==> src/rtl/axi_w_order_m3.sv <==
// axi_w_order_m3: records master order of accepted AW transfers on one slave port and steers W bursts in that order.
// Optional macro AXI_W_ORDER_BYPASS_EN lets a fresh AW drive w_order_grant in the same cycle when the queue is empty.
module axi_w_order_m3 #(
   parameter int NUM_MASTER = 3,
   parameter int DEPTH      = 8,
   parameter int W_PTR      = 3
) (
   input  logic                  AXI_CLK,
   input  logic                  AXI_RST,
   input  logic [NUM_MASTER-1:0] AWVALID,
   input  logic [NUM_MASTER-1:0] AWREADY,
   input  logic [7:0]            S_AWLEN,
   input  logic [NUM_MASTER-1:0] WVALID,
   input  logic [NUM_MASTER-1:0] WREADY,
   input  logic [NUM_MASTER-1:0] WLAST,
   output logic [NUM_MASTER-1:0] w_order_grant,
   output logic                  aw_allow,
   output logic [W_PTR:0]        wr_count,
   output logic                  err_wlast,
   output logic                  err_aw_multi
);

   localparam logic [W_PTR:0] FULL_CNT = (W_PTR+1)'(DEPTH);

   logic [1:0]            mem_master [DEPTH];
   logic [7:0]            mem_len    [DEPTH];
   logic [W_PTR-1:0]      wptr;
   logic [W_PTR-1:0]      rptr;
   logic [7:0]            beat;

   logic [NUM_MASTER-1:0] aw_hs;
   logic [NUM_MASTER-1:0] w_hs;
   logic [NUM_MASTER-1:0] grant_reg;
   logic                  aw_one;
   logic                  aw_multi;
   logic [1:0]            aw_idx;
   logic                  empty;
   logic                  bypass;
   logic                  push;
   logic                  pop;
   logic                  w_beat;
   logic [7:0]            cur_len;
   logic                  wlast_err;

   assign aw_hs    = AWVALID & AWREADY;
   assign aw_multi = (aw_hs & (aw_hs - 1'b1)) != '0;
   assign aw_one   = (aw_hs != '0) && !aw_multi;
   assign aw_idx   = aw_hs[2] ? 2'd2 : (aw_hs[1] ? 2'd1 : 2'd0);

   assign empty     = (wr_count == '0);
   assign aw_allow  = (wr_count != FULL_CNT);
   assign grant_reg = empty ? '0 : (NUM_MASTER'(1) << mem_master[rptr]);

`ifdef AXI_W_ORDER_BYPASS_EN
   assign bypass = empty && aw_one;
`else
   assign bypass = 1'b0;
`endif

   // While bypassing, the AW being pushed acts as the head for grant and length checks.
   assign w_order_grant = bypass ? aw_hs : grant_reg;
   assign cur_len       = bypass ? S_AWLEN : mem_len[rptr];

   assign w_hs      = WVALID & WREADY & w_order_grant;
   assign w_beat    = |w_hs;
   assign pop       = |(w_hs & WLAST);
   assign push      = aw_one && aw_allow;
   assign wlast_err = (pop && (beat != cur_len)) || (w_beat && !pop && (beat == cur_len));

   always_ff @(posedge AXI_CLK) begin
      if (AXI_RST) begin
         wptr         <= '0;
         rptr         <= '0;
         wr_count     <= '0;
         beat         <= '0;
         err_wlast    <= 1'b0;
         err_aw_multi <= 1'b0;
      end else begin
         if (push) wptr <= wptr + 1'b1;
         if (pop)  rptr <= rptr + 1'b1;
         if (push && !pop)
            wr_count <= wr_count + 1'b1;
         else if (pop && !push)
            wr_count <= wr_count - 1'b1;
         // A missing WLAST keeps the burst open, so the counter must not wrap back to a valid length.
         if (pop)
            beat <= '0;
         else if (w_beat && (beat != 8'hFF))
            beat <= beat + 1'b1;
         if (wlast_err) err_wlast    <= 1'b1;
         if (aw_multi)  err_aw_multi <= 1'b1;
      end
   end

   always_ff @(posedge AXI_CLK) begin
      if (push) begin
         mem_master[wptr] <= aw_idx;
         mem_len[wptr]    <= S_AWLEN;
      end
   end

endmodule

==> config.mk <==
export PLATFORM = sky130hd
export DESIGN_NAME = axi_w_order_m3
export DESIGN_NICKNAME = d
export VERILOG_FILES = /design/src/rtl/axi_w_order_m3.sv
export SDC_FILE = /design/constraint.sdc
export NUM_CORES = 1
export LEC_CHECK = 0
export CAP_MARGIN = 20
export CORE_MARGIN = 3
export CORE_UTILIZATION = 40
export DETAILED_ROUTE_END_ITERATION = 6
export MAX_ROUTING_LAYER = met4
export PLACE_DENSITY = 0.69
export SYNTH_ARGS = -nofsm -noshare
export SYNTH_HDL_FRONTEND = slang
export SYNTH_SLANG_ARGS = --single-unit
==> constraint.sdc <==
create_clock -name AXI_CLK -period 4.99 [get_ports AXI_CLK]
set_clock_uncertainty 0.2 [all_clocks]
set_input_delay 0.7485 -clock AXI_CLK [delete_from_list [all_inputs] [get_ports AXI_CLK]]
set_output_delay 0.7485 -clock AXI_CLK [all_outputs]
set_load 0.01 [all_outputs]
## After elaboration in Yosys (flattened, before gate mapping)

Memory sizes are Yosys's and may differ from the RTL's. A register that Yosys moved wholly into a read port is not among the register bits.
Cells that the tools add are included.

- Bitwise gates (word level): 5
- Eq/ne operators: 4
- Muxes and demuxes: 11
- Reduce and logical (&&, ||, !) cells: 19
- Shift-type cells: 1
- Add/sub/neg operators: 6

Operators by type and width:

| kind | number |
|---|---|
| $and 3x3->3 | 5 |
| $mux 3 | 5 |
| $add 8x1->8 const B | 1 |
| $eq 8x8->1 | 1 |
| $logic_and 1x1->1 | 8 |
| $mux 4 | 2 |
| $ne 8x8->1 | 1 |
| $ne 8x8->1 const B | 1 |
| $add 3x1->3 const B | 2 |
| $reduce_bool 3->1 | 2 |
| $reduce_or 3->1 | 2 |
| $add 4x1->4 const B | 1 |
| $logic_not 4->1 | 1 |
| $ne 4x4->1 const B | 1 |
| $reduce_or 4->1 | 1 |
| $sub 4x1->4 const B | 1 |
| $logic_not 1->1 | 3 |
| $mux 1 | 3 |
| $shl 1x2->3 const A | 1 |
| $sub 3x1->3 const B | 1 |
| $mux 2 | 1 |
| $reduce_bool 2->1 | 1 |
| $logic_or 1x1->1 | 1 |

- Memory bits (writable): 80
- Input bits: 25
- Output and inout bits: 10
- Memories kept: 2
- Register bits after elaboration: 20
- Logic and storage cells: 54

Memories:

| name | words | bits a word | read ports | clocked after Yosys merged registers in | wr ports | line | text |
|---|---|---|---|---|---|---|---|
| mem_len | 8 | 8 | 1 | 1 | 1 | 26 | `logic [7:0] mem_len [DEPTH];` |
| mem_master | 8 | 2 | 1 | 1 | 1 | 25 | `logic [1:0] mem_master [DEPTH];` |

## Longest topological paths before layout

- Depth in word-level cells: 11
- Gate-level depth with buffers: 16
- Depth with buffers taken out: 14

## Worst setup path before layout

Ideal clock, no wire load.

- Path kind: reg-to-reg
- Start point: register with a tool-made name
- End point: register wr_count[3]
- Data required time: 4.720 ns
- Path slack: 1.434 ns
- Clock period less this slack: 3.556 ns
- Setup time: 0.070 ns
- Stages on the path, launching flop included: 16
- Path buffers: 2
- Arrival: 3.286 ns
- Cells stage by stage: dfxtp_1 > buf_2 > mux4_2 > mux2_2 > o22ai_1 > and2_1 > clkbuf_2 > inv_1 > ha_1 > inv_1 > ha_1 > a21o_1 > a21oi_1 > xnor2_1 > or3_1 > a21oi_1

RTL lines:

| element | line | text |
|---|---|---|
| end signal, assigned | 82 | `wr_count <= wr_count + 1'b1;` |
| end signal, assigned | 84 | `wr_count <= wr_count - 1'b1;` |
| end, declared | 18 | `output logic [W_PTR:0] wr_count,` |

==> metrics.cfg <==
[routing]
dr.pass1.iters = 4
vias = 2536
vias_per_cell = 5.165
drc = 0
wire_per_inst_um = 16.50
ant_nets = 0
routed_wl_mm = 8.100
first_iter_violations = 139

[clocking]
postCtsSetupBuffers = 0
clk_latency_ps = 360
post_cts_resized = 0
cts_tree = built
clock-sinks = 103
ctsHoldBuffers = 0
cts_buffers = 9
clock_path_buffers = 2
htree_levels = 3
clk_pin_slew_ps = 100
cts_root_buf = clkbuf_8

[floorplanning]
start_util_pct = 41.79
die-area_mm2 = 0.01227
die_w_um = 110.8
die_h_um = 110.8
ioPinCount = 35
core_mm2 = 0.01051
rows = 37

[logic_synthesis]
synth-simple-area-share_pct = 10.06
synth_area_per_cell_um2 = 14.35
synth_cell_type_count = 44
synthesis.area_mm2 = 0.004392
synth-compound-area-share_pct = 3.789
synth_top_family_by_area = multiplexers
synthMuxAreaShare_pct = 13.05
syn_inst = 306
ys_ff_latch = 103
netlist.area_leader.share_pct = 54.70
synth_xor_area_share_pct = 3.789
yosys_warnings = 0
ys.flop_type = edfxtp_1
syn-num-nets = 338
synth_top_area_cell = edfxtp_1
synth_adder_area_share_pct = 2.165
async_flop_share_pct = 0
synth_edf_count = 80
netlist_top_cells_area = edfxtp_1, dfxtp_1, mux4_2
ys_seq_area_share_pct = 65.19

[pwr]
p_seq_share_pct = 51.9
power_density_mw_per_mm2 = 396.0
p_int_mw = 1.424
irDropWorstVdd_mv = 0.1587
power.leakage_nw = 1.645
combPwrFrac_pct = 23.9
p_sw_uw = 597.4
swShare_pct = 29.55
power_frac_clock_pct = 24.2

[placement]
place_ws_ps = 826.2
dpl.hpwl_mm = 5.593
gp_congestion = 0.8033
portBuffers = 34

[setup_path]
critPathMaxFanout = 10
crit_required_ps = 5080
cp.arrival_ps = 4120
worstSetupEndpointType = register
setup.worst_path.end = wr_count[3]
regToRegSetupSlack_ps = 960
startpoint_type = register
rr_endpoint = wr_count[3]
path_class = register to register
worstRegToRegCells = 13

[grt]
antenna_found_initial = 0
grt_overflow = 0
grt_first_pass_wirelength_mm = 13.34
first_global_vias = 2543
grt_use_total_pct = 14.25
grt_max_degree = 20

[status]
status = finished clean

[job]
cap_viol_max_count = 0

[finish]
final_net_count = 382
final.fill_count = 920
antennaDiodeCount = 0
fin_util_pct = 48.59
area_growth_pct = 16.27
drive_above_1_share_pct = 13.80

[timing]
fin_setup_tns_ps = 0
rsz0062_at_grt = false
tightestPinTransition_ps = 656.4
hold_viol = 0
fin_ws_ps = 962.7
whs_ps = 283.9
min_period_over_period_pct = 80.71
max_freq_mhz = 248.3
setup_viol = 0
slew_viol_final = 0
fin_crit_ps = 4027
maxSlewHeadroom_pct = 56.18

[hold_path]
hp-class = register to register

[cell type report]
class	count	area, µm²	area share, %
multi-input cells	186	1443	28.25
well taps	136	170.2	3.333
clock inverters	7	65.06	1.274
inverters	5	18.77	0.3676
clock buffers	9	123.9	2.426
repair buffers	45	422.9	8.282
flip-flops and latches	103	2863	56.06
[through the flow]
step / cell area [µm²] / power [mW] / cells
floorplan: 4392 / 1.386 / 306
global placement: 4917 / 1.540 / 475
detailed placement: 4917 / 1.555 / 475
CTS: 5106 / 2.043 / 491
global route: 5106 / 2.131 / 491
finish: 5106 / 2.022 / 491
[sequential cells by signal, indices dropped and copies added, names as in the netlist, named ones only]
name          flops
wptr              3
wr_count          4
mem_master       16
rptr              3
err_wlast         1
err_aw_multi      1
mem_len          64
beat              8
[cells in the mapped netlist (all sizes together), types with 8 or more instances]
cell type and n:
buf 9, nor2 31, nor3 9, nand3 9
mux2i 22, nand2 20, a21oi 8, mux2 9
mux4 11, xnor2 15, dfxtp 23, edfxtp 80
[worst min path at each step]
stage / endpoint / slack, ps / startpoint / depth (start not counted)
2_1_floorplan: register / 280 / rptr[2] / 2
3_3_place_gp: err_aw_multi / 260 / err_aw_multi / 2
3_5_place_dp: err_aw_multi / 270 / err_aw_multi / 2
4_1_cts: err_aw_multi / 290 / err_aw_multi / 2
5_1_grt: err_aw_multi / 330 / err_aw_multi / 2
6_report: err_aw_multi / 280 / err_aw_multi / 2
[placed cells by master (no fill, tap or decap), types with 6 or more instances in the layout]
| cell type | instances |
|---|---|
| nor3_1 | 9 |
| nor2_1 | 30 |
| buf_4 | 11 |
| mux2_2 | 8 |
| a21oi_1 | 8 |
| nand3_1 | 9 |
| clkbuf_8 | 9 |
| nand2_1 | 20 |
| mux2i_1 | 22 |
| xnor2_1 | 15 |
| edfxtp_1 | 80 |
| mux4_2 | 11 |
| ha_1 | 6 |
| dfxtp_1 | 23 |
| clkdlybuf4s50_1 | 34 |
[power by group through the flow]
stage	sequential [mW]	combinational, mW	clock [mW]
2_1_floorplan	1.06	0.324	0
3_3_place_gp	1.07	0.475	0
3_5_place_dp	1.07	0.485	0
4_1_cts	1.05	0.488	0.504
5_1_grt	1.06	0.533	0.536
6_report	1.05	0.483	0.489
[kinds of logic after synthesis]
logic type / after synthesis
AOI/OAI and AO/OA: 26
xor gates and xnor gates: 19
adders and majority gates: 7
buffers and inverters: 17
DFF: 103
muxes: 42
and+or+nand+nor: 92
[worst max-delay path, cell delays in order, from the launching register on]
cell and delay (ps):
dfxtp_1 750, mux4_2 670, mux2_2 300, o22ai_1 250, and2_1 280, inv_1 80, ha_1 210, inv_1 120
ha_1 240, a21o_1 170, a21oi_1 170, xnor2_1 90, or3_1 300, a21oi_1 130
[metal layers]
metal	vias to the layer above	track usage, %	wire (µm)
met5	-	-	0
met4	0	4.844	125
met3	9	2.838	281
met2	48	22.41	3904
met1	1247	18.62	3789
li1	1232	-	-
No activity file was read; power rests on OpenSTA's default activity.
